<file path="config.mk">
export PLATFORM = sky130hd
export DESIGN_NAME = elastic_output_pipeline
export DESIGN_NICKNAME = d
export VERILOG_FILES = /design/src/rtl/elastic_output_pipeline_pkg.sv /design/src/rtl/elastic_output_pipeline_fifo.sv /design/src/rtl/elastic_output_pipeline.sv
export SDC_FILE = /design/constraint.sdc
export NUM_CORES = 1
export LEC_CHECK = 0
export CORE_MARGIN = 10
export CORE_UTILIZATION = 50
export DETAILED_ROUTE_END_ITERATION = 10
export PLACE_DENSITY = 0.82
export RECOVER_POWER = 50
export SETUP_SLACK_MARGIN = 0.2
export SKIP_LAST_GASP = 1
export SLEW_MARGIN = 20
export SYNTH_ARGS = -nofsm -noshare
export SYNTH_HDL_FRONTEND = slang
export SYNTH_SLANG_ARGS = --single-unit
</file>
<file path="constraint.sdc">
create_clock -name clk -period 7.3 [get_ports clk]
set_input_delay 1.46 -clock clk [delete_from_list [all_inputs] [get_ports clk]]
set_output_delay 1.46 -clock clk [all_outputs]
set_load 0.005 [all_outputs]
</file>
<file path="src/rtl/elastic_output_pipeline_pkg.sv">
// Shared definitions for the PE elastic back-end: widths, ALU op codes and the
// elastic handshake bundle.
package elastic_output_pipeline_pkg;

  localparam int DATA_WIDTH                     = 32;
  localparam int ADDRESS_WIDTH                  = 32;
  localparam int NEIGHBOR_PE_NUM                = 4;
  localparam int OPERATION_BIT_LENGTH           = 4;
  localparam int ELASTIC_BUFFER_SIZE_BIT_LENGTH = 2;

  typedef enum logic [OPERATION_BIT_LENGTH-1:0] {
    OP_NOP   = 4'd0,
    OP_ADD   = 4'd1,
    OP_SUB   = 4'd2,
    OP_MUL   = 4'd3,
    OP_CONST = 4'd4,
    OP_LOAD  = 4'd5,
    OP_STORE = 4'd6,
    OP_ROUTE = 4'd7
  } op_e;

  typedef struct packed {
    logic [DATA_WIDTH-1:0] data;
    logic                  valid;
    logic                  stop;
  } elastic_t;

endpackage

</file>
<file path="src/rtl/elastic_output_pipeline_fifo.sv">
// Elastic FIFO with valid/stop handshakes on both sides and an occupancy count.
// stop toward the producer depends only on the count, never on stop_output.
module elastic_fifo #(
  parameter int WIDTH     = 32,
  parameter int SIZE_BITS = 2
) (
  input  logic                 clk,
  input  logic                 reset_n,
  input  logic [WIDTH-1:0]     data_input,
  input  logic                 valid_input,
  output logic                 stop_input,
  output logic [WIDTH-1:0]     data_output,
  output logic                 valid_output,
  input  logic                 stop_output,
  output logic [SIZE_BITS:0]   count
);

  localparam int DEPTH = 1 << SIZE_BITS;

  logic [WIDTH-1:0]     mem [DEPTH];
  logic [SIZE_BITS-1:0] wr_ptr;
  logic [SIZE_BITS-1:0] rd_ptr;
  logic                 push;
  logic                 pop;

  assign stop_input   = (count == (SIZE_BITS+1)'(DEPTH));
  assign valid_output = (count != '0);
  assign data_output  = mem[rd_ptr];
  assign push         = valid_input && !stop_input;
  assign pop          = valid_output && !stop_output;

  // NOTE: storage is left unreset; count gates every read, so stale entries are never visible.
  always_ff @(posedge clk) begin
    if (push) mem[wr_ptr] <= data_input;
  end

  // NOTE: state registers use non-blocking assignments so all flops update from pre-edge values.
  always_ff @(posedge clk or negedge reset_n) begin
    if (!reset_n) begin
      wr_ptr <= '0;
      rd_ptr <= '0;
      count  <= '0;
    end else begin
      if (push) wr_ptr <= wr_ptr + 1'b1;
      if (pop)  rd_ptr <= rd_ptr + 1'b1;
      count <= count + {{SIZE_BITS{1'b0}}, push} - {{SIZE_BITS{1'b0}}, pop};
    end
  end

endmodule

</file>
<file path="src/rtl/elastic_output_pipeline.sv">
// PE execution back-end: ALU register stage -> elastic FIFO -> eager output fork,
// with context-switch pulses when the ALU consumes and the fork completes a token.
module elastic_output_pipeline #(
  parameter int DATA_WIDTH                     = elastic_output_pipeline_pkg::DATA_WIDTH,
  parameter int ADDRESS_WIDTH                  = elastic_output_pipeline_pkg::ADDRESS_WIDTH,
  parameter int NEIGHBOR_PE_NUM                = elastic_output_pipeline_pkg::NEIGHBOR_PE_NUM,
  parameter int OPERATION_BIT_LENGTH           = elastic_output_pipeline_pkg::OPERATION_BIT_LENGTH,
  parameter int ELASTIC_BUFFER_SIZE_BIT_LENGTH = elastic_output_pipeline_pkg::ELASTIC_BUFFER_SIZE_BIT_LENGTH
) (
  input  logic                                clk,
  input  logic                                reset_n,
  input  logic [DATA_WIDTH-1:0]               input_data_1,
  input  logic [DATA_WIDTH-1:0]               input_data_2,
  input  logic [OPERATION_BIT_LENGTH-1:0]     op,
  input  logic [DATA_WIDTH-1:0]               const_data,
  input  logic                                valid_input,
  output logic                                stop_input,
  output logic [ADDRESS_WIDTH-1:0]            memory_read_address,
  input  logic [DATA_WIDTH-1:0]               memory_read_data,
  output logic [ADDRESS_WIDTH-1:0]            memory_write_address,
  output logic [DATA_WIDTH-1:0]               memory_write_data,
  output logic                                memory_write,
  input  logic [NEIGHBOR_PE_NUM-1:0]          available_output,
  output logic [DATA_WIDTH-1:0]               output_data [NEIGHBOR_PE_NUM],
  output logic [NEIGHBOR_PE_NUM-1:0]          valid_output,
  input  logic [NEIGHBOR_PE_NUM-1:0]          stop_output,
  output logic                                switch_context_alu,
  output logic                                switch_context_fork,
  output logic [ELASTIC_BUFFER_SIZE_BIT_LENGTH:0] debug_data_size
);

  import elastic_output_pipeline_pkg::*;

  logic [DATA_WIDTH-1:0]      alu_result;
  logic [DATA_WIDTH-1:0]      alu_data;
  logic                       alu_valid;
  logic                       alu_stop;
  logic                       accept;
  logic [DATA_WIDTH-1:0]      fifo_data;
  logic                       fifo_valid;
  logic                       fork_complete;
  logic [NEIGHBOR_PE_NUM-1:0] done;
  logic [NEIGHBOR_PE_NUM-1:0] taken;

  assign memory_read_address  = ADDRESS_WIDTH'(input_data_1);
  assign memory_write_address = ADDRESS_WIDTH'(input_data_1);
  assign memory_write_data    = input_data_2;

  assign stop_input         = alu_valid && alu_stop;
  assign accept             = valid_input && !stop_input;
  assign switch_context_alu = accept;
  assign memory_write       = accept && (op == OP_STORE);

  always_comb begin
    // NOTE: default first so every path assigns alu_result and no latch is inferred.
    alu_result = '0;
    case (op)
      OP_ADD:   alu_result = input_data_1 + input_data_2;
      OP_SUB:   alu_result = input_data_1 - input_data_2;
      OP_MUL:   alu_result = input_data_1 * input_data_2;
      OP_CONST: alu_result = const_data;
      OP_LOAD:  alu_result = memory_read_data;
      OP_ROUTE: alu_result = input_data_1;
      default:  alu_result = '0;
    endcase
  end

  // A STORE is consumed but produces no downstream token.
  always_ff @(posedge clk or negedge reset_n) begin
    if (!reset_n) begin
      alu_data  <= '0;
      alu_valid <= 1'b0;
    end else if (accept) begin
      alu_data  <= alu_result;
      alu_valid <= (op != OP_STORE);
    end else if (!alu_stop) begin
      alu_valid <= 1'b0;
    end
  end

  elastic_fifo #(
    .WIDTH     (DATA_WIDTH),
    .SIZE_BITS (ELASTIC_BUFFER_SIZE_BIT_LENGTH)
  ) u_fifo (
    .clk          (clk),
    .reset_n      (reset_n),
    .data_input   (alu_data),
    .valid_input  (alu_valid),
    .stop_input   (alu_stop),
    .data_output  (fifo_data),
    .valid_output (fifo_valid),
    .stop_output  (!fork_complete),
    .count        (debug_data_size)
  );

  // Eager fork: each branch fires once per token; an empty mask completes at once.
  assign valid_output  = {NEIGHBOR_PE_NUM{fifo_valid}} & available_output & ~done;
  assign taken         = valid_output & ~stop_output;
  assign fork_complete = fifo_valid && ((available_output & ~(done | taken)) == '0);
  assign switch_context_fork = fork_complete;

  always_comb begin
    for (int k = 0; k < NEIGHBOR_PE_NUM; k++) output_data[k] = fifo_data;
  end

  always_ff @(posedge clk or negedge reset_n) begin
    if (!reset_n)           done <= '0;
    else if (fork_complete) done <= '0;
    else                    done <= done | taken;
  end

endmodule

</file>
# --- Yosys cells after proc, flatten, opt, wreduce, memory -nomap -nowiden ---
# Memories as Yosys holds them, arrays and structs flattened.
# Index checks and enable logic that the tools add are counted.
# Widths: inputs -> output; s select.
word_totals:
  out_inout_bits: 235
  mem_count: 1
  ram_bits: 128
  input_bits: 143
  regBits: 44
classes:
  bitwise_logic: 8
  muxes: 6
  n_addsub: 6
  n_reduce_logical: 10
  n_mul: 1
  eq_ne: 10
memory_table:
  columns: ["memory", "words", "width", "rd", "rd_ports_with_merged_regs", "write_ports", "line", "source"]
  rows:
  - ["u_fifo.mem", 4, 32, 1, 0, 1, "elastic_output_pipeline_fifo.sv:20", "logic [WIDTH-1:0] mem [DEPTH];"]
ops:
  columns: ["cell", "n"]
  rows:
  - ["$pmux 32 s6", 1]
  - ["$add 32x32->32", 1]
  - ["$mul 32x32->32", 1]
  - ["$sub 32x32->32", 1]
  - ["$and 4x4->4", 4]
  - ["$eq 4x3->1 const B", 4]
  - ["$not 4->4", 3]
  - ["$eq 4x2->1 const B", 2]
  - ["$logic_and 1x1->1", 6]
  - ["$add 2x1->2 const B", 2]
  - ["$eq 4x1->1 const B", 1]
  - ["$logic_not 4->1", 1]
  - ["$mux 1", 4]
  - ["$mux 4", 1]
  - ["$ne 4x3->1 const B", 1]
  - ["$or 4x4->4", 1]
  - ["$add 3x1->3", 1]
  - ["$eq 3x3->1 const B", 1]
  - ["$reduce_bool 3->1", 1]
  - ["$sub 3x1->3", 1]
  - ["$logic_not 1->1", 2]
  - ["$ne 2x1->1 const B", 1]

# --- Logic depth before layout (Yosys ltp) ---
depth:
  ltp_word: 11
  depth_mapped: 28

# --- Hierarchy ---
# From an unflattened synthesis, not the netlist that was laid out.
hier_totals:
  cells_unflattened: 2792
  hier_area_um2: 27177.3
by_module_without_submodules:
  columns: ["mod", "seq_area_each_um2", "instances", "area_per_inst_um2", "cells_each"]
  rows:
  - ["elastic_output_pipeline", 925.9, 1, 22094.9, 2588]
  - ["elastic_fifo", 4018.9, 1, 5082.4, 204]

# --- Worst setup path before layout ---
# Ideal clock, no wire load.
synth_timing:
  path_type: "input port to flip-flop"
  from: "input input_data_2[6]"
  to: "register alu_data[27]"
  stages: 26
  path_buffers: 2
  slack_ps: -1008
  t_arrival_ps: 8182
  cell_sequence: "clkbuf_1 > clkbuf_1 > and2_1 > fa_1 > fa_1 > fa_1 > inv_1 > fa_1 > inv_1 > fa_1 > inv_1 > fa_1 > inv_1 > fa_1 > fa_1 > ha_1 > a21o_1 > a221o_1 > a21oi_1 > o21ai_1 > o21ai_1 > a2111oi_0 > nor2_1 > xor2_1 > o22ai_1 > a221o_1"
synth_between:
  elab_chain_cells: 2
  word_cells_on_any_way: 4
  cone_classes: "add/sub: 2; mul: 1; mux: 1"
synth_rtl:
  columns: ["element", "line", "source"]
  rows:
  - ["start: declaration", "elastic_output_pipeline.sv:13", "input logic [DATA_WIDTH-1:0] input_data_2,"]
  - ["$mul 32x32->32 (tied with other cells)", "elastic_output_pipeline.sv:60", "OP_MUL: alu_result = input_data_1 * input_data_2;"]
  - ["$pmux 32 s6 (*)", "elastic_output_pipeline.sv:57", "case (op)"]
  - ["end signal: assignment", "elastic_output_pipeline.sv:74", "alu_data <= alu_result;"]
  - ["end: declaration", "elastic_output_pipeline.sv:35", "logic [DATA_WIDTH-1:0] alu_data;"]
# Mark *: on every way between the ends. The rest lies on a longest branch, timed or not.
# A chain may end at the register's enable or synchronous reset.

# --- Worst setup path after layout ---
layout_timing:
  from: "input input_data_1[14]"
  to: "register alu_data[28]"
layout_between:
  elab_chain_cells: 2
  word_cells_on_any_way: 4
  cone_classes: "add/sub: 2; mul: 1; mux: 1"
layout_rtl:
  columns: ["element", "line", "source"]
  rows:
  - ["start: declaration", "elastic_output_pipeline.sv:12", "input logic [DATA_WIDTH-1:0] input_data_1,"]
  - ["$mul 32x32->32 (tied with other cells)", "elastic_output_pipeline.sv:60", null]
  - ["$pmux 32 s6 (*)", "elastic_output_pipeline.sv:57", null]
# Marked as above.

==> impl_table.tex <==
\begin{tabular}{lr}
\hline
Metric & Value \\
\hline
\multicolumn{2}{l}{\textbf{STA}} \\
Crit path time final & 7.91 ns \\
Transition time at the pin with the least slew margin & 2.64 ns \\
Final Max Tran Viols & 138 \\
Skew final & 0.0130 ns \\
Final setup fails & 15 \\
Highest clock rate & 126 MHz \\
Final setup margin & -0.606 ns \\
RSZ-0062 raised after global routing & true \\
Final hold violations & 0 \\
Min Hold Slack & 0.512 ns \\
Share of the clock period used by the worst path & 108\% \\
Slew headroom & -75.7\% \\
\multicolumn{2}{l}{\textbf{Die}} \\
Core region area & 52900 sq um \\
Vertical die dimension & 252 microns \\
Number of core rows & 84 \\
Die Footprint & 63500 sq um \\
Starting utilization of the core area & 50.9\% \\
Die X-Extent & 252 microns \\
I/O Pins & 378 \\
\multicolumn{2}{l}{\textbf{CTS}} \\
Buffers from clock root to sink, at most & 2 \\
Clock Root Buffer & sky130\_fd\_sc\_hd\_\_clkbuf\_16 \\
H-tree depth & 4 \\
Hold\_buf cts & 0 \\
Post-CTS clock slew at the launch and capture registers of the worst setup and hold paths & 0.08 ns \\
CTS Sinks & 172 \\
Clock tree from TritonCTS & built \\
Later-pin clock latency in the skew report & 0.44 ns \\
Number of buffers inserted during clock tree synthesis & 17 \\
\multicolumn{2}{l}{\textbf{Place}} \\
Port Buf Inserts & 377 \\
Post-detailed-placement half-perimeter wirelength & 76300 microns \\
Placed Instances & 3743 \\
Pre-CTS worst setup slack & -1.53 ns \\
Final weighted congestion in routability-driven placement & 1.00 \\
\multicolumn{2}{l}{\textbf{Yosys}} \\
Top FF cell, synth & sky130\_fd\_sc\_hd\_\_edfxtp\_1 \\
Syn\_area\_per\_cell & 9.80 sq um \\
Number of instances in the synthesized netlist & 2745 \\
Sequential cell area fraction in the yosys report & 18.4\% \\
Total of flip-flops plus latches after synthesis & 172 \\
Number of distinct standard cells referenced by the synthesized netlist & 76 \\
FFs w/ async S/R, synth & 25.6\% \\
Post-synth net total & 3460 \\
Syn. warnings & 0 \\
Number of synthesized flops with an enable pin & 128 \\
Cell area after synthesis & 26900 sq um \\
\multicolumn{2}{l}{\textbf{Finish}} \\
Final standard cell count with taps included and fillers excluded & 3820 \\
Layout fillers & 4179 \\
Layout net count & 3833 \\
Relative area change from synthesis to final layout & 25.1\% \\
Share of cells above drive strength 1 & 17.7\% \\
\multicolumn{2}{l}{\textbf{Drt}} \\
Vias after detailed routing & 21700 \\
Via/cell ratio & 5.67 \\
Routed Wire Length & 93100 microns \\
Initial DRC count & 1723 \\
Antenna violation net count after detailed routing & 0 \\
Remaining DRCs & 0 \\
Number of detailed-routing iterations run before antenna repair & 6 \\
Detail-routed net length per standard cell & 24.4 microns \\
\multicolumn{2}{l}{\textbf{Global route}} \\
Global-route wire length before repair & 143000 microns \\
Initial antenna violation count & 3 \\
Remaining Overflow, GRT & 0 \\
Via count of the first global-routing pass & 24000 \\
Global routing usage summed across all routing layers & 29.3\% \\
Pin count of the biggest net entering global routing & 45 \\
\multicolumn{2}{l}{\textbf{Setup path}} \\
Setup crit end kind & register \\
Crit path max-delay cell type & sky130\_fd\_sc\_hd\_\_fa\_1 \\
Required time worst endpoint & 7.59 ns \\
Data arrival time at the worst-slack endpoint & 8.19 ns \\
CP delay by family, top & adder cells \\
Largest stage delay on the critical path & 0.57 ns \\
Highest net fanout along the worst path & 5 \\
Classification of the worst setup path & primary input to register \\
Type of origin of the critical path & primary input \\
Buf+Inv Stages, Crit Path & 10 \\
Most Frequent Cell on Critical Path & sky130\_fd\_sc\_hd\_\_fa\_1 \\
\multicolumn{2}{l}{\textbf{Run status}} \\
Status & finished with violations \\
Violated checks & capacitance limit, slew limit, setup timing \\
\multicolumn{2}{l}{\textbf{Hold path}} \\
Class of the most critical hold timing path & register to register \\
\multicolumn{2}{l}{\textbf{Flow run}} \\
Max-cap check violation count & 4 \\
\hline
\end{tabular}
## logic make-up after synthesis
| group | count (synthesis) | synth area share (%) |
|---|---|---|
| buffers and inverters | 733 | 13.0 |
| and+or+nand+nor | 755 | 14.4 |
| DFF | 172 | 18.4 |
| muxes | 66 | 4.08 |
| adders and majority gates | 572 | 38.1 |
| xor gates and xnor gates | 142 | 4.62 |
| AOI/OAI and AO/OA | 305 | 7.48 |
## placed cells by master, fill, tap and decap left out, types with 8 or more instances in the layout
master,instances
sky130_fd_sc_hd__o21ai_0,44
sky130_fd_sc_hd__buf_6,40
sky130_fd_sc_hd__a21o_1,27
sky130_fd_sc_hd__xor2_1,49
sky130_fd_sc_hd__xnor2_1,83
sky130_fd_sc_hd__edfxtp_1,128
sky130_fd_sc_hd__ha_1,139
sky130_fd_sc_hd__buf_4,237
sky130_fd_sc_hd__dlygate4sd2_1,10
sky130_fd_sc_hd__inv_2,11
sky130_fd_sc_hd__and2_1,299
sky130_fd_sc_hd__a21oi_1,45
sky130_fd_sc_hd__nor2_1,60
sky130_fd_sc_hd__mux2_2,29
sky130_fd_sc_hd__clkbuf_16,19
sky130_fd_sc_hd__buf_12,28
sky130_fd_sc_hd__nand2_1,279
sky130_fd_sc_hd__mux4_2,32
sky130_fd_sc_hd__buf_2,11
sky130_fd_sc_hd__o22ai_1,14
sky130_fd_sc_hd__inv_1,389
sky130_fd_sc_hd__ha_4,20
sky130_fd_sc_hd__a22o_1,8
sky130_fd_sc_hd__fa_1,396
sky130_fd_sc_hd__or3_1,11
sky130_fd_sc_hd__o21ai_1,20
sky130_fd_sc_hd__fa_2,14
sky130_fd_sc_hd__nor3_1,17
sky130_fd_sc_hd__a21oi_2,14
sky130_fd_sc_hd__o21a_1,10
sky130_fd_sc_hd__and2_4,12
sky130_fd_sc_hd__o31ai_1,8
sky130_fd_sc_hd__dfrtp_1,43
sky130_fd_sc_hd__nand3_1,9
sky130_fd_sc_hd__nand2b_1,17
sky130_fd_sc_hd__a31oi_1,10
sky130_fd_sc_hd__clkdlybuf4s50_1,338
sky130_fd_sc_hd__a22oi_1,33
## registers in the layout, summed over array words and instances (netlist names)
name           cells
alu_data          32
alu_valid          1
done               4
u_fifo.count       3
u_fifo.mem       128
u_fifo.rd_ptr      2
u_fifo.wr_ptr      2
## worst register-to-register path: cells and delay by family, from the launching register on
kind | cells | cell delay [ns]
AOI/OAI and AO/OA | 1 | 0.70
buffers and inverters | 1 | 1.26
DFF | 1 | 0.49
and+or+nand+nor | 2 | 0.69
## metrics by stage
step | utilization [%] | area, sq um | TNS (ns)
after floorplan | - | 27100 | -4.36
after global placement | 60.4 | 31900 | -22.68
after detailed placement | 60.4 | 31900 | -24.77
after CTS | 63.0 | 33300 | -6.61
after global routing | 63.6 | 33600 | -10.10
final | 63.6 | 33600 | -6.59
## synthesized netlist by cell type (11+ instances only)
cell                       count  area (sq um)
sky130_fd_sc_hd__a21o_1       27           203
sky130_fd_sc_hd__a21oi_1      63           315
sky130_fd_sc_hd__a22oi_1      34           255
sky130_fd_sc_hd__and2_1      315          1970
sky130_fd_sc_hd__buf_4       192          1440
sky130_fd_sc_hd__clkbuf_1    126           473
sky130_fd_sc_hd__dfrtp_1      44          1100
sky130_fd_sc_hd__edfxtp_1    128          3840
sky130_fd_sc_hd__fa_1        410          8210
sky130_fd_sc_hd__ha_1        162          2030
sky130_fd_sc_hd__inv_1       401          1510
sky130_fd_sc_hd__mux2_2       29           327
sky130_fd_sc_hd__mux4_2       32           721
sky130_fd_sc_hd__nand2_1     283          1060
sky130_fd_sc_hd__nand2b_1     18           113
sky130_fd_sc_hd__nand3_1      11          55.1
sky130_fd_sc_hd__nor2_1       63           236
sky130_fd_sc_hd__nor3_1       17          85.1
sky130_fd_sc_hd__o21ai_0      66           330
sky130_fd_sc_hd__o22ai_1      18           113
sky130_fd_sc_hd__or3_1        12          75.1
sky130_fd_sc_hd__xnor2_1      93           815
sky130_fd_sc_hd__xor2_1       49           429
## routing by layer
layer	vias up	part of all wire, %	track usage, %	wire, microns
li1	9279	-	-	-
met1	11000	37	35.4	34300
met2	1166	50	50.7	46400
met3	255	8.8	5.24	8190
met4	0	4.5	12.5	4200
met5	-	0	0	0
## timing repair
item                       4_1_cts  5_1_grt
setup endpoints to repair       22       22
gates resized for setup        229       70
pin swaps                      114       88
buffers inserted                37        7
## layout make-up
type	instances	area, sq um	area share (%)
clock inverter	12	120	0.357
tap	688	861	2.56
antenna	1	2.50	0.00744
clock buffer	20	479	1.42
timing repair buffer	686	6520	19.4
inverter	401	1510	4.48
sequential	172	4950	14.7
multi-input combinational	1840	19200	57.1
## final timing paths
| path | endpoint | start | depth (start not counted) | slack, ns |
|---|---|---|---|---|
| setup / recovery | alu_data[28] | input_data_1[14] | 29 | -0.61 |
| hold / removal | u_fifo.mem[2][4] | alu_data[4] | 0 | 0.51 |
| setup reg to reg | u_fifo.mem[0][5] | u_fifo.count[1] | 4 | 3.72 |
| hold reg to reg | u_fifo.mem[2][4] | alu_data[4] | 0 | 0.51 |
| max in group asynchronous | u_fifo.rd_ptr[0] | reset_n | 2 | 3.68 |
| min in group asynchronous | done[3] | reset_n | 2 | 1.94 |
Power is not shown: default switching activity piles up to over one toggle a cycle in this logic, so the estimate is an artifact.
